==> src/rtl/bypass_ctrl_pkg.sv <==
// Shared types for the operand bypass / load-use hazard controller.
// Tracker entries, forwarding line bundle and per-source select result.
package bypass_ctrl_pkg;

    localparam int unsigned REG_BITS = 5;

    typedef logic [REG_BITS-1:0] reg_idx_t;

    typedef enum logic {
        UNIT_ALU = 1'b0,
        UNIT_LS  = 1'b1
    } Issue_unit;

    typedef struct packed {
        logic     valid;
        reg_idx_t rd;
    } Bypass_track_entry;

    typedef struct packed {
        logic alu_to_alu_a;
        logic alu_to_alu_b;
        logic ls_to_alu_a;
        logic ls_to_alu_b;
    } Bypass_line_ctrl;

    typedef struct packed {
        logic haz;
        logic alu;
        logic ls;
    } Bypass_src_sel;

endpackage

==> src/rtl/bypass_ctrl_if.sv <==
// Forwarding line bundle from the bypass controller to the execute stage.
// The controller drives the lines; execute only reads them.
interface bypass_ctrl_if;
    import bypass_ctrl_pkg::*;

    Bypass_line_ctrl lines;

    modport control (output lines);
    modport execute (input lines);

endinterface

==> src/rtl/bypass_tracker.sv <==
// Depth-N shift register of in-flight destination writes.
// Entry 0 is the youngest; every entry is exposed for comparison.
module bypass_tracker
    import bypass_ctrl_pkg::*;
#(
    parameter int unsigned DEPTH = 1
) (
    input  logic                          clk,
    input  logic                          reset,
    input  logic                          hold_i,
    input  Bypass_track_entry             entry_i,
    output Bypass_track_entry [DEPTH-1:0] entries_o
);

    Bypass_track_entry [DEPTH-1:0] entries_q;
    Bypass_track_entry [DEPTH-1:0] entries_d;

    always_comb begin
        entries_d    = entries_q;
        entries_d[0] = entry_i;
        for (int i = 1; i < DEPTH; i++) begin
            entries_d[i] = entries_q[i-1];
        end
    end

    always_ff @(posedge clk or posedge reset) begin
        if (reset) begin
            entries_q <= '0;
        end else if (!hold_i) begin
            entries_q <= entries_d;
        end
    end

    assign entries_o = entries_q;

endmodule

==> src/rtl/bypass_ctrl.sv <==
// Forwarding and load-use hazard control for the issue slot.
// Matches issuing sources against ALU and LS trackers; youngest producer wins.
module bypass_ctrl
    import bypass_ctrl_pkg::*;
#(
    parameter int unsigned LS_LATENCY = 3
) (
    input  logic     clk,
    input  logic     reset,
    input  logic     hold_i,
    input  logic     flush_i,
    input  logic     issue_valid_i,
    input  logic     issue_unit_i,
    input  reg_idx_t issue_ra_i,
    input  reg_idx_t issue_rb_i,
    input  logic     issue_use_a_i,
    input  logic     issue_use_b_i,
    input  reg_idx_t issue_rd_i,
    input  logic     issue_wr_i,
    output logic     issue_stall_o,
    output logic     issue_fire_o,
    bypass_ctrl_if.control ctrl
);

    Bypass_track_entry [0:0]            alu_e;
    Bypass_track_entry [LS_LATENCY-1:0] ls_e;
    Bypass_track_entry                  alu_in;
    Bypass_track_entry                  ls_in;

    Bypass_src_sel   sel_a;
    Bypass_src_sel   sel_b;
    logic            hazard;
    Bypass_line_ctrl lines_d;
    Bypass_line_ctrl lines_q;

    // Age order, youngest first: LS[0], ALU, LS[1] .. LS[LS_LATENCY-1].
    function automatic Bypass_src_sel pick(
        input logic                               use_s,
        input reg_idx_t                           s,
        input Bypass_track_entry [LS_LATENCY-1:0] ls,
        input Bypass_track_entry                  alu
    );
        Bypass_src_sel r;
        r = '0;
        for (int i = LS_LATENCY - 1; i >= 1; i--) begin
            if (ls[i].valid && ls[i].rd == s) begin
                r = '0;
                if (i == LS_LATENCY - 1) r.ls = 1'b1;
                else                     r.haz = 1'b1;
            end
        end
        if (alu.valid && alu.rd == s) begin
            r     = '0;
            r.alu = 1'b1;
        end
        if (ls[0].valid && ls[0].rd == s) begin
            r     = '0;
            r.haz = 1'b1;
        end
        if (!use_s) r = '0;
        return r;
    endfunction

    always_comb begin
        sel_a  = pick(issue_use_a_i, issue_ra_i, ls_e, alu_e[0]);
        sel_b  = pick(issue_use_b_i, issue_rb_i, ls_e, alu_e[0]);
        hazard = sel_a.haz | sel_b.haz;

        issue_stall_o = issue_valid_i & hazard
                      & ~flush_i & ~hold_i & ~reset;
        issue_fire_o  = issue_valid_i & ~hazard
                      & ~flush_i & ~hold_i & ~reset;

        lines_d = '0;
        if (issue_fire_o) begin
            lines_d.alu_to_alu_a = sel_a.alu;
            lines_d.alu_to_alu_b = sel_b.alu;
            lines_d.ls_to_alu_a  = sel_a.ls;
            lines_d.ls_to_alu_b  = sel_b.ls;
        end

        alu_in.valid = issue_fire_o & issue_wr_i
                     & (Issue_unit'(issue_unit_i) == UNIT_ALU);
        alu_in.rd    = issue_rd_i;
        ls_in.valid  = issue_fire_o & issue_wr_i
                     & (Issue_unit'(issue_unit_i) == UNIT_LS);
        ls_in.rd     = issue_rd_i;
    end

    always_ff @(posedge clk or posedge reset) begin
        if (reset) begin
            lines_q <= '0;
        end else if (!hold_i) begin
            lines_q <= lines_d;
        end
    end

    assign ctrl.lines = lines_q;

    bypass_tracker #(.DEPTH(1)) u_alu_trk (
        .clk       (clk),
        .reset     (reset),
        .hold_i    (hold_i),
        .entry_i   (alu_in),
        .entries_o (alu_e)
    );

    bypass_tracker #(.DEPTH(LS_LATENCY)) u_ls_trk (
        .clk       (clk),
        .reset     (reset),
        .hold_i    (hold_i),
        .entry_i   (ls_in),
        .entries_o (ls_e)
    );

endmodule

==> src/flat_wrapper.sv <==
// flat-port wrapper written by rule: the top's interface ports become plain ports
module bypass_ctrl_flat import bypass_ctrl_pkg::*;
#(
    parameter int unsigned LS_LATENCY = 3
)
  (clk, reset, hold_i, flush_i, issue_valid_i, issue_unit_i, issue_ra_i, issue_rb_i, issue_use_a_i, issue_use_b_i, issue_rd_i, issue_wr_i, issue_stall_o, issue_fire_o, ctrl_lines);
  bypass_ctrl_if ctrl_i ();
  input  logic clk;
  input  logic reset;
  input  logic hold_i;
  input  logic flush_i;
  input  logic issue_valid_i;
  input  logic issue_unit_i;
  input  reg_idx_t issue_ra_i;
  input  reg_idx_t issue_rb_i;
  input  logic issue_use_a_i;
  input  logic issue_use_b_i;
  input  reg_idx_t issue_rd_i;
  input  logic issue_wr_i;
  output logic issue_stall_o;
  output logic issue_fire_o;
  output wire logic [$bits(ctrl_i.lines)-1:0] ctrl_lines;
  assign ctrl_lines = ctrl_i.lines;
  bypass_ctrl #(.LS_LATENCY(LS_LATENCY)) u_core (.clk(clk), .reset(reset), .hold_i(hold_i), .flush_i(flush_i), .issue_valid_i(issue_valid_i), .issue_unit_i(issue_unit_i), .issue_ra_i(issue_ra_i), .issue_rb_i(issue_rb_i), .issue_use_a_i(issue_use_a_i), .issue_use_b_i(issue_use_b_i), .issue_rd_i(issue_rd_i), .issue_wr_i(issue_wr_i), .issue_stall_o(issue_stall_o), .issue_fire_o(issue_fire_o), .ctrl(ctrl_i));
endmodule
==> config.mk <==
export PLATFORM = sky130hd
export DESIGN_NAME = bypass_ctrl_flat
export DESIGN_NICKNAME = d
export VERILOG_FILES = /design/src/rtl/bypass_ctrl_pkg.sv /design/src/rtl/bypass_ctrl_if.sv /design/src/rtl/bypass_tracker.sv /design/src/rtl/bypass_ctrl.sv /design/src/flat_wrapper.sv
export SDC_FILE = /design/constraint.sdc
export NUM_CORES = 1
export LEC_CHECK = 0
export ABC_AREA = 1
export CAP_MARGIN = 20
export CORE_MARGIN = 2
export CORE_UTILIZATION = 38
export DETAILED_ROUTE_END_ITERATION = 8
export PLACE_DENSITY = 0.61
export SLEW_MARGIN = 30
export SYNTH_ARGS = -nofsm -noshare
export SYNTH_HDL_FRONTEND = slang
export SYNTH_SLANG_ARGS = --single-unit
==> constraint.sdc <==
create_clock -name clk -period 2.28 [get_ports clk]
set_input_delay 0.456 -clock clk [delete_from_list [all_inputs] [get_ports clk]]
set_output_delay 0.456 -clock clk [all_outputs]
set_load 0.01 [all_outputs]
Word level (Yosys, flattened, before mapping)
Index checks and enable logic that the tools add are counted.
{"block": "op_classes", "eq_ne": 6, "n_mux": 11, "bitwise": 17, "n_reduce_logical": 8}
{"operator": "equality test 5 bit", "n": 6}
{"operator": "2-to-1 mux 3 bit", "n": 8}
{"operator": "bitwise AND 1 bit", "n": 11}
{"operator": "logical AND 1 bit", "n": 8}
{"operator": "NOT 1 bit", "n": 5}
{"operator": "2-to-1 mux 4 bit", "n": 1}
{"operator": "2-to-1 mux 1 bit", "n": 2}
{"operator": "bitwise OR 1 bit", "n": 1}
{"block": "totals", "regBits": 23, "in_bits": 24, "out_inout_bits": 6}

Logic depth before layout (Yosys ltp)
Gate-level depths: netlist of run 1.
{"block": "logic_depth", "depth_word": 15, "ltp_mapped": 13, "mapped_depth_nobuf": 13}

Cells and area by module
A second synthesis of run 1 with hierarchy kept.
{"block": "unflattened", "cells_unflattened": 318, "area_unflattened_um2": 1973.1}
{"mod": "bypass_ctrl", "n_inst": 1, "cells_per_inst": 215, "area_each_um2": 1033.5, "seq_area_each_um2": 100.1}
{"mod": "bypass_tracker at u_core.u_ls_trk", "n_inst": 1, "cells_per_inst": 77, "area_each_um2": 714.4, "seq_area_each_um2": 450.4}
{"mod": "bypass_tracker at u_core.u_alu_trk", "n_inst": 1, "cells_per_inst": 26, "area_each_um2": 225.2, "seq_area_each_um2": 150.1}

Least setup slack after synthesis of run 1
No wires, ideal clock.
{"block": "synth_timing", "kind": "in2out", "from": "input port issue_ra_i[3]", "to": "output port issue_fire_o", "t_arrival_ns": 1.214, "required_time_ns": 1.824, "slack_ns": 0.610, "cell_stages": 10, "n_path_buf": 0, "path_cell_list": "inv_2 > nand2_1 > nand2_1 > nor2_2 > nand4_1 > nand2_1 > nand2_1 > nand2_1 > nand2_2 > nor2_4"}
{"block": "synth_via", "elab_chain_len": 12, "elab_cells_between_ends": 15, "classes_between": "eq/ne (2); mux (4); bitwise (6); reduce/logical (3)"}
{"element": "start: declaration", "line": "flat_wrapper.sv:14", "rtl": "input reg_idx_t issue_ra_i;"}
{"element": "equality test 5 bit", "line": "bypass_ctrl.sv:46", "rtl": "if (ls[i].valid && ls[i].rd == s) begin"}
{"element": "logical AND 1 bit", "line": "bypass_ctrl.sv:46"}
{"element": "2-to-1 mux 3 bit", "line": "bypass_ctrl.sv:46"}
{"element": "2-to-1 mux 3 bit", "line": "bypass_ctrl.sv:52", "rtl": "if (alu.valid && alu.rd == s) begin"}
{"element": "2-to-1 mux 3 bit *", "line": "bypass_ctrl.sv:56", "rtl": "if (ls[0].valid && ls[0].rd == s) begin"}
{"element": "2-to-1 mux 3 bit *", "line": "bypass_ctrl.sv:60", "rtl": "if (!use_s) r = '0;"}
{"element": "bitwise OR 1 bit *", "line": "bypass_ctrl.sv:67", "rtl": "hazard = sel_a.haz | sel_b.haz;"}
{"element": "NOT 1 bit *", "line": "bypass_ctrl.sv:71", "rtl": "issue_fire_o = issue_valid_i & ~hazard"}
{"element": "bitwise AND 1 bit *", "line": "bypass_ctrl.sv:71"}
{"element": "bitwise AND 1 bit * (3 in series)", "line": "bypass_ctrl.sv:72", "rtl": "& ~flush_i & ~hold_i & ~reset;"}
{"element": "end: declaration", "line": "flat_wrapper.sv:21", "rtl": "output logic issue_fire_o;"}
Every way passes the cells marked *; elsewhere a longest branch is shown, timed or not.

Worst setup path after layout of run 1
Same ends and word-level chain as after synthesis.

==> reports/qor.csv, run 1 <==
metric,value,unit
worst r2r src,u_core.u_ls_trk.entries_o[9],
Die X-Extent,64.4,um
crit-path cells,dlygate4sd2_1 > inv_2 > nand2_1 > nand2_1 > nor2_2 > nand4_1 > nand2_1 > nand2_1 > nand2_2 > nand2_2 > nor2_4 > buf_6,
clk sink count,23,
"Hold Vio Cnt, Final",0,
clock tree buffer depth,2,
status,"complete, no violations",
initial core utilization,0.406,
Post-Syn Instances,200,
Worst-Skew Late Latency,0.32,ns
Post-Place Worst Slack,-0.543,ns
worst slew pin tran,0.304,ns
Syn Area/Cell,6.93,um2
Reg2Reg Depth,12,
Synth area leaders,"dfrtp_1 (42%), nand2_1 (22%), inv_1 (6.5%), o21ai_0 (6.1%), xnor2_1 (4.4%)",
core area,3420,um2
clock skew,0.00974,ns
Post-DRT Antenna Nets,0,
syn_nets,224,
Reg2Reg Setup Slack,0.69,ns
total CTS buffers,3,
Mapped Area,1390,um2
die span in y,64.4,um
"commonest non-fill, non-tap cells in the layout","nand2_1 (78), dfrtp_1 (23), inv_1 (20)",
nature of the critical path endpoint,output port,
Filler cells,344,
Sw Pwr,0.289,mW
HPWL after DPL,2730,um
Antenna diodes,0,
crit-path max cell delay,0.28,ns
Final min period,2.13,ns
nets,272,
post-route setup slack,0.148,ns
DR iter-0 viols,52,
RR Endpoint,u_core.ctrl.lines[3],
first-pass GRT wire length,5920,um
critical-path maximum fanout,4,
final design utilization,0.549,
via/cell ratio,4.73,
post-route cell area,1880,um2
fmax,0.469,GHz
maximum VDD drop,0.258,mV
pwr dens,479,nW/um2
yosys warns,0,
# DRC,0,
dpl cell area,1830,um2
Setup-failing EPs final,0,
power share of the sequential group,0.523,
"Arr. time, crit path",1.68,ns
RSZ-0062 raised after global routing,false,
switching part of the total power,0.322,
drt wl/cell,12.0,um
vias,1385,
final cycle utilization of the critical path,0.935,
max_slew headroom,0.797,
# rows,21,
GRT overflow,0,
register bit total from synthesis,23,
Clk pwr share,0.224,
clock-pin slew on the worst setup and hold paths,0.14,ns
layout cells sized above 1,0.170,
first-pass iteration count of the detailed router,4,
Logic pwr share,0.253,
top-area cell type share of the netlist area,0.415,
H-tree lvl count,1,
GRT Resource Usage Total,0.184,
vias in the first global route,1318,
CTS tree,built,
final WL,3520,um
Buffers on Ports,29,
sequential area share after synthesis,0.415,
largest net degree at the start of global routing,27,
Pint,0.610,mW
Yosys cell types,20,
initial antenna violation count,0,
Worst setup SP type,input port,
area delta synth->final,35.4,%
fin. max-slew vios,0,
die area,4150,um2
critical setup path kind,input port to output port,
CP Data Required Time,1.82,ns
num ports,30,
leak pwr,0.977,nW
slowest cell on the critical path,dlygate4sd2_1,
HP Class,input port to async pin,
"most common cell after layout, fill and taps aside",nand2_1,
Placer Congestion,0.793,
Synth area leader,dfrtp_1,
Clock Root Buffer,clkbuf_4,
cell repeated most along the worst path,nand2_1,
max cap viols,0,
-- final cells by class --
cell class	count	area [um2]	share of cell area
inverters	27	101	0.0540
multi-input cells	146	706	0.376
well taps	46	57.6	0.0307
clock inverters	1	5.00	0.00267
repair buffers	47	409	0.218
clock buffers	3	22.5	0.0120
flip-flops and latches	23	576	0.307
-- sequential cells by signal (all words and copies together) (netlist names) --
register and count:
u_core.ctrl.lines 4, u_core.u_ls_trk.entries_o 13, u_core.u_alu_trk.entries_o 6
-- cell usage after synthesis --
cell type,instances
nand3_1,8
xor2_1,2
dfrtp_1,23
nor3_1,2
nand4_2,1
inv_2,3
nor2_2,4
nand2_2,1
o2111a_1,1
o2111ai_1,1
clkbuf_1,4
xnor2_1,7
nor2_1,8
inv_1,24
o21ai_0,17
nor2_4,1
o22ai_1,2
nand2_1,80
nand4_1,6
a21oi_1,5
-- per-stage QoR --
stage | instances | hold slack [ns] | total power [mW] | setup TNS (ns)
global placement | 286 | 0.464 | 0.700 | -1.02
finish | 293 | 0.489 | 0.899 | 0
CTS | 292 | 0.502 | 0.902 | 0
detailed placement | 286 | 0.470 | 0.704 | -1.04
global route | 293 | 0.507 | 0.961 | 0
floorplan | 200 | 0.453 | 0.597 | 0
-- how the worst max path moves through the flow --
stage	startpoint	to	slack (ns)	cells after the start
after floorplan	issue_ra_i[3]	issue_fire_o	0.61	10
after global placement	issue_rb_i[3]	issue_fire_o	-0.53	12
after detailed placement	issue_ra_i[3]	issue_fire_o	-0.54	12
after CTS	u_core.u_ls_trk.entries_o[8]	issue_stall_o	0.008	8
after global routing	u_core.u_alu_trk.entries_o[1]	issue_fire_o	0.0007	11
final	issue_ra_i[3]	issue_fire_o	0.15	12
-- timing repair --
item,in CTS,in global routing
setup buffers,2,1
hold buffers,0,0
pin swaps,0,6
resized for setup,17,10
endpoints found under the hold margin,0,0
setup endpoints to repair,2,2
-- cells by family after synthesis --
family                 synth area share
AND/OR/NAND/NOR                   0.341
buffers and inverters            0.0839
XOR/XNOR                         0.0569
AO/OA/AOI/OAI                     0.103
flip-flops                        0.415
-- power groups by stage --
stage / Clock (mW) / Combinational (mW) / Sequential (mW)
2_1_floorplan: 0 / 0.127 / 0.470
3_3_place_gp: 0 / 0.224 / 0.476
3_5_place_dp: 0 / 0.227 / 0.477
4_1_cts: 0.208 / 0.225 / 0.469
5_1_grt: 0.229 / 0.257 / 0.475
6_report: 0.201 / 0.227 / 0.470
-- worst max-delay path, delay by kind of cell --
family	cells	cell delay, ns
simple gates	9	0.76
buf+inv	3	0.45
-- metal layers --
layer / track usage / part of all wire
met2: 0.293 / 0.47
met1: 0.254 / 0.46
met3: 0.0335 / 0.059
met4: 0.0559 / 0.010
met5: 0 / 0
(Power assumes the default switching activity.)
==> run 2: changes to the inputs <==
--- a/config.mk
+++ b/config.mk
@@ -7,10 +7,12 @@
 export LEC_CHECK = 0
 export ABC_AREA = 1
 export CAP_MARGIN = 20
+export CORE_ASPECT_RATIO = 1.1
 export CORE_MARGIN = 2
 export CORE_UTILIZATION = 38
 export DETAILED_ROUTE_END_ITERATION = 8
 export PLACE_DENSITY = 0.61
+export SKIP_LAST_GASP = 1
 export SLEW_MARGIN = 30
 export SYNTH_ARGS = -nofsm -noshare
 export SYNTH_HDL_FRONTEND = slang
==> reports/qor.csv, run 2 (synthesis results as in run 1) <==
metric,value,unit,change
clock tree buffer depth,2,,unchanged
area delta synth->final,39.8,%,
first-pass GRT wire length,6030,um,+1.9%
Final min period,2.14,ns,+0.00759 ns
largest net degree at the start of global routing,27,,unchanged
Setup-failing EPs final,0,,unchanged
nets,279,,+2.6%
initial antenna violation count,0,,unchanged
Antenna diodes,0,,unchanged
pwr dens,497,nW/um2,+3.7%
"Arr. time, crit path",1.68,ns,about the same
vias in the first global route,1323,,+0.38%
DR iter-0 viols,67,,+29%
worst slew pin tran,0.302,ns,-0.00168 ns
RR Endpoint,u_core.ctrl.lines[1],,
"most common cell after layout, fill and taps aside",nand2_1,,
GRT overflow,0,,unchanged
Buffers on Ports,29,,unchanged
Worst Hold Depth,2,,
final WL,3560,um,+1.3%
placed cell count,289,,+1.0%
Post-DRT Antenna Nets,0,,unchanged
num ports,30,,unchanged
HPWL after DPL,2610,um,-4.4%
via/cell ratio,4.60,,-2.6%
layout cells sized above 1,0.189,,+0.0189
GRT Resource Usage Total,0.198,,+0.0137
"Hold Vio Cnt, Final",0,,unchanged
core area,3570,um2,+4.5%
Clock Root Buffer,clkbuf_8,,
max FFs per register,13,,unchanged
total CTS buffers,3,,unchanged
nature of the critical path endpoint,output port,,
leak pwr,1.01,nW,+3.7%
initial core utilization,0.388,,-0.0174
vias,1399,,+1.0%
CTS tree,built,,
Hold Path End,u_core.ctrl.lines[1],,
fin. max-slew vios,0,,unchanged
RSZ-0062 raised after global routing,true,,
die span in y,67.4,um,+4.6%
Worst setup SP type,flip-flop,,
maximum VDD drop,0.290,mV,+12%
drt wl/cell,11.7,um,-2.4%
clock skew,0.00617,ns,-0.00357 ns
max cap viols,0,,unchanged
fmax,0.467,GHz,-0.35%
Reg2Reg Setup Slack,0.16,ns,-0.53 ns
clk sink count,23,,unchanged
"commonest non-fill, non-tap cells in the layout","nand2_1 (80), buf_4 (25), dfrtp_1 (23)",,
# rows,23,,+9.5%
worst r2r src,u_core.u_alu_trk.entries_o[0],,
final cycle utilization of the critical path,0.939,,+0.00333
first-pass iteration count of the detailed router,4,,unchanged
status,"complete, no violations",,
Reg2Reg Depth,17,,+5
Worst-Skew Late Latency,0.27,ns,-0.05 ns
setup TNS,0,ns,unchanged
die area,4150,um2,about the same
max_slew headroom,0.798,,+0.00112
Layout Cells excl Fill,304,,+3.8%
Placer Congestion,0.897,,+13%
critical setup path kind,flip-flop to output port,,
critical-path maximum fanout,3,,-1
H-tree lvl count,1,,unchanged
Die X-Extent,61.6,um,-4.4%
Hold WS,0.477,ns,-0.0117 ns
HP Class,flip-flop to flip-flop,,
# DRC,0,,unchanged
clock-pin slew on the worst setup and hold paths,0.09,ns,-0.05 ns
CP Data Required Time,1.82,ns,about the same
hold_sp,u_core.ctrl.lines[1],,
==> run 2: cell count changes in the layout (fill, tap and decap cells not counted), moves of 3 or more <==
| cell | delta |
|---|---|
| buf_4 | +7 |
| clkbuf_2 | +4 |
| clkbuf_8 | +3 |
| dlygate4sd2_1 | -6 |
| clkdlybuf4s15_1 | +3 |
| clkbuf_4 | -3 |
==> run 2: per-layer routing <==
layer	vias up	GRT usage	share of wire	wire length [um]
met4	0	0.0718	0.014	50
li1	737	-	-	-
met3	5	0.0249	0.037	131
met2	29	0.325	0.49	1730
met5	-	0	0	0
met1	628	0.262	0.46	1650
==> run 2: how the worst max path moves through the flow <==
| stage | end | start |
|---|---|---|
| after floorplan | issue_fire_o | issue_ra_i[3] |
| after global placement | issue_fire_o | issue_rb_i[3] |
| after detailed placement | issue_fire_o | issue_rb_i[3] |
| after CTS | issue_stall_o | issue_rb_i[2] |
| after global routing | u_core.ctrl.lines[1] | u_core.u_alu_trk.entries_o[2] |
| final | issue_fire_o | u_core.u_alu_trk.entries_o[0] |
==> run 2: per-stage QoR <==
step	instance area, um2	total power [mW]	setup WS, ns	util
floorplan	1390	0.597	0.610	-
global placement	1830	0.700	-0.521	0.513
detailed placement	1830	0.701	-0.523	0.513
CTS	1920	0.957	0.0186	0.537
global route	1940	1.03	-0.0169	0.543
finish	1940	0.963	0.140	0.543
==> run 2: critical path, stage by stage (launching register included) <==
cell and delay (ns):
dfrtp_1 0.41, buf_4 0.14, nand2_1 0.05, nand2_1 0.06, nor2_2 0.14, nand4_2 0.10, nand2_1 0.08, nand2_1 0.05
nand2_1 0.09, nand2_2 0.07, nor2_4 0.09, buf_2 0.13
==> run 2: final cells by class <==
type                    instances  area [um2]
clock inverters                 1        5.00
inverters                      27         101
repair buffers                 54         448
fillers                       383        1630
well taps                      50        62.6
multi-input cells             146         704
flip-flops and latches         23         576
clock buffers                   3        41.3
==> run 2: power breakdown <==
part	internal (mW)	switching (mW)
Sequential	0.439	0.0317
Clock	0.122	0.139
Combinational	0.109	0.122
==> run 2: what timing repair did <==
item / in CTS / in global routing
hold buffers: 0 / 0
gates resized for setup: 14 / 16
cloned: 0 / 0
setup buffers: 7 / 4
pin swaps: 1 / 6
endpoints found under the setup margin: 2 / 4
==> run 3: changes to the inputs <==
--- a/config.mk
+++ b/config.mk
@@ -13,7 +13,7 @@
 export DETAILED_ROUTE_END_ITERATION = 8
 export PLACE_DENSITY = 0.61
 export SKIP_LAST_GASP = 1
-export SLEW_MARGIN = 30
+export SLEW_MARGIN = 10
 export SYNTH_ARGS = -nofsm -noshare
 export SYNTH_HDL_FRONTEND = slang
 export SYNTH_SLANG_ARGS = --single-unit
==> results of run 3 <==
Final layout, timing and power as in run 2 (identical DEF).
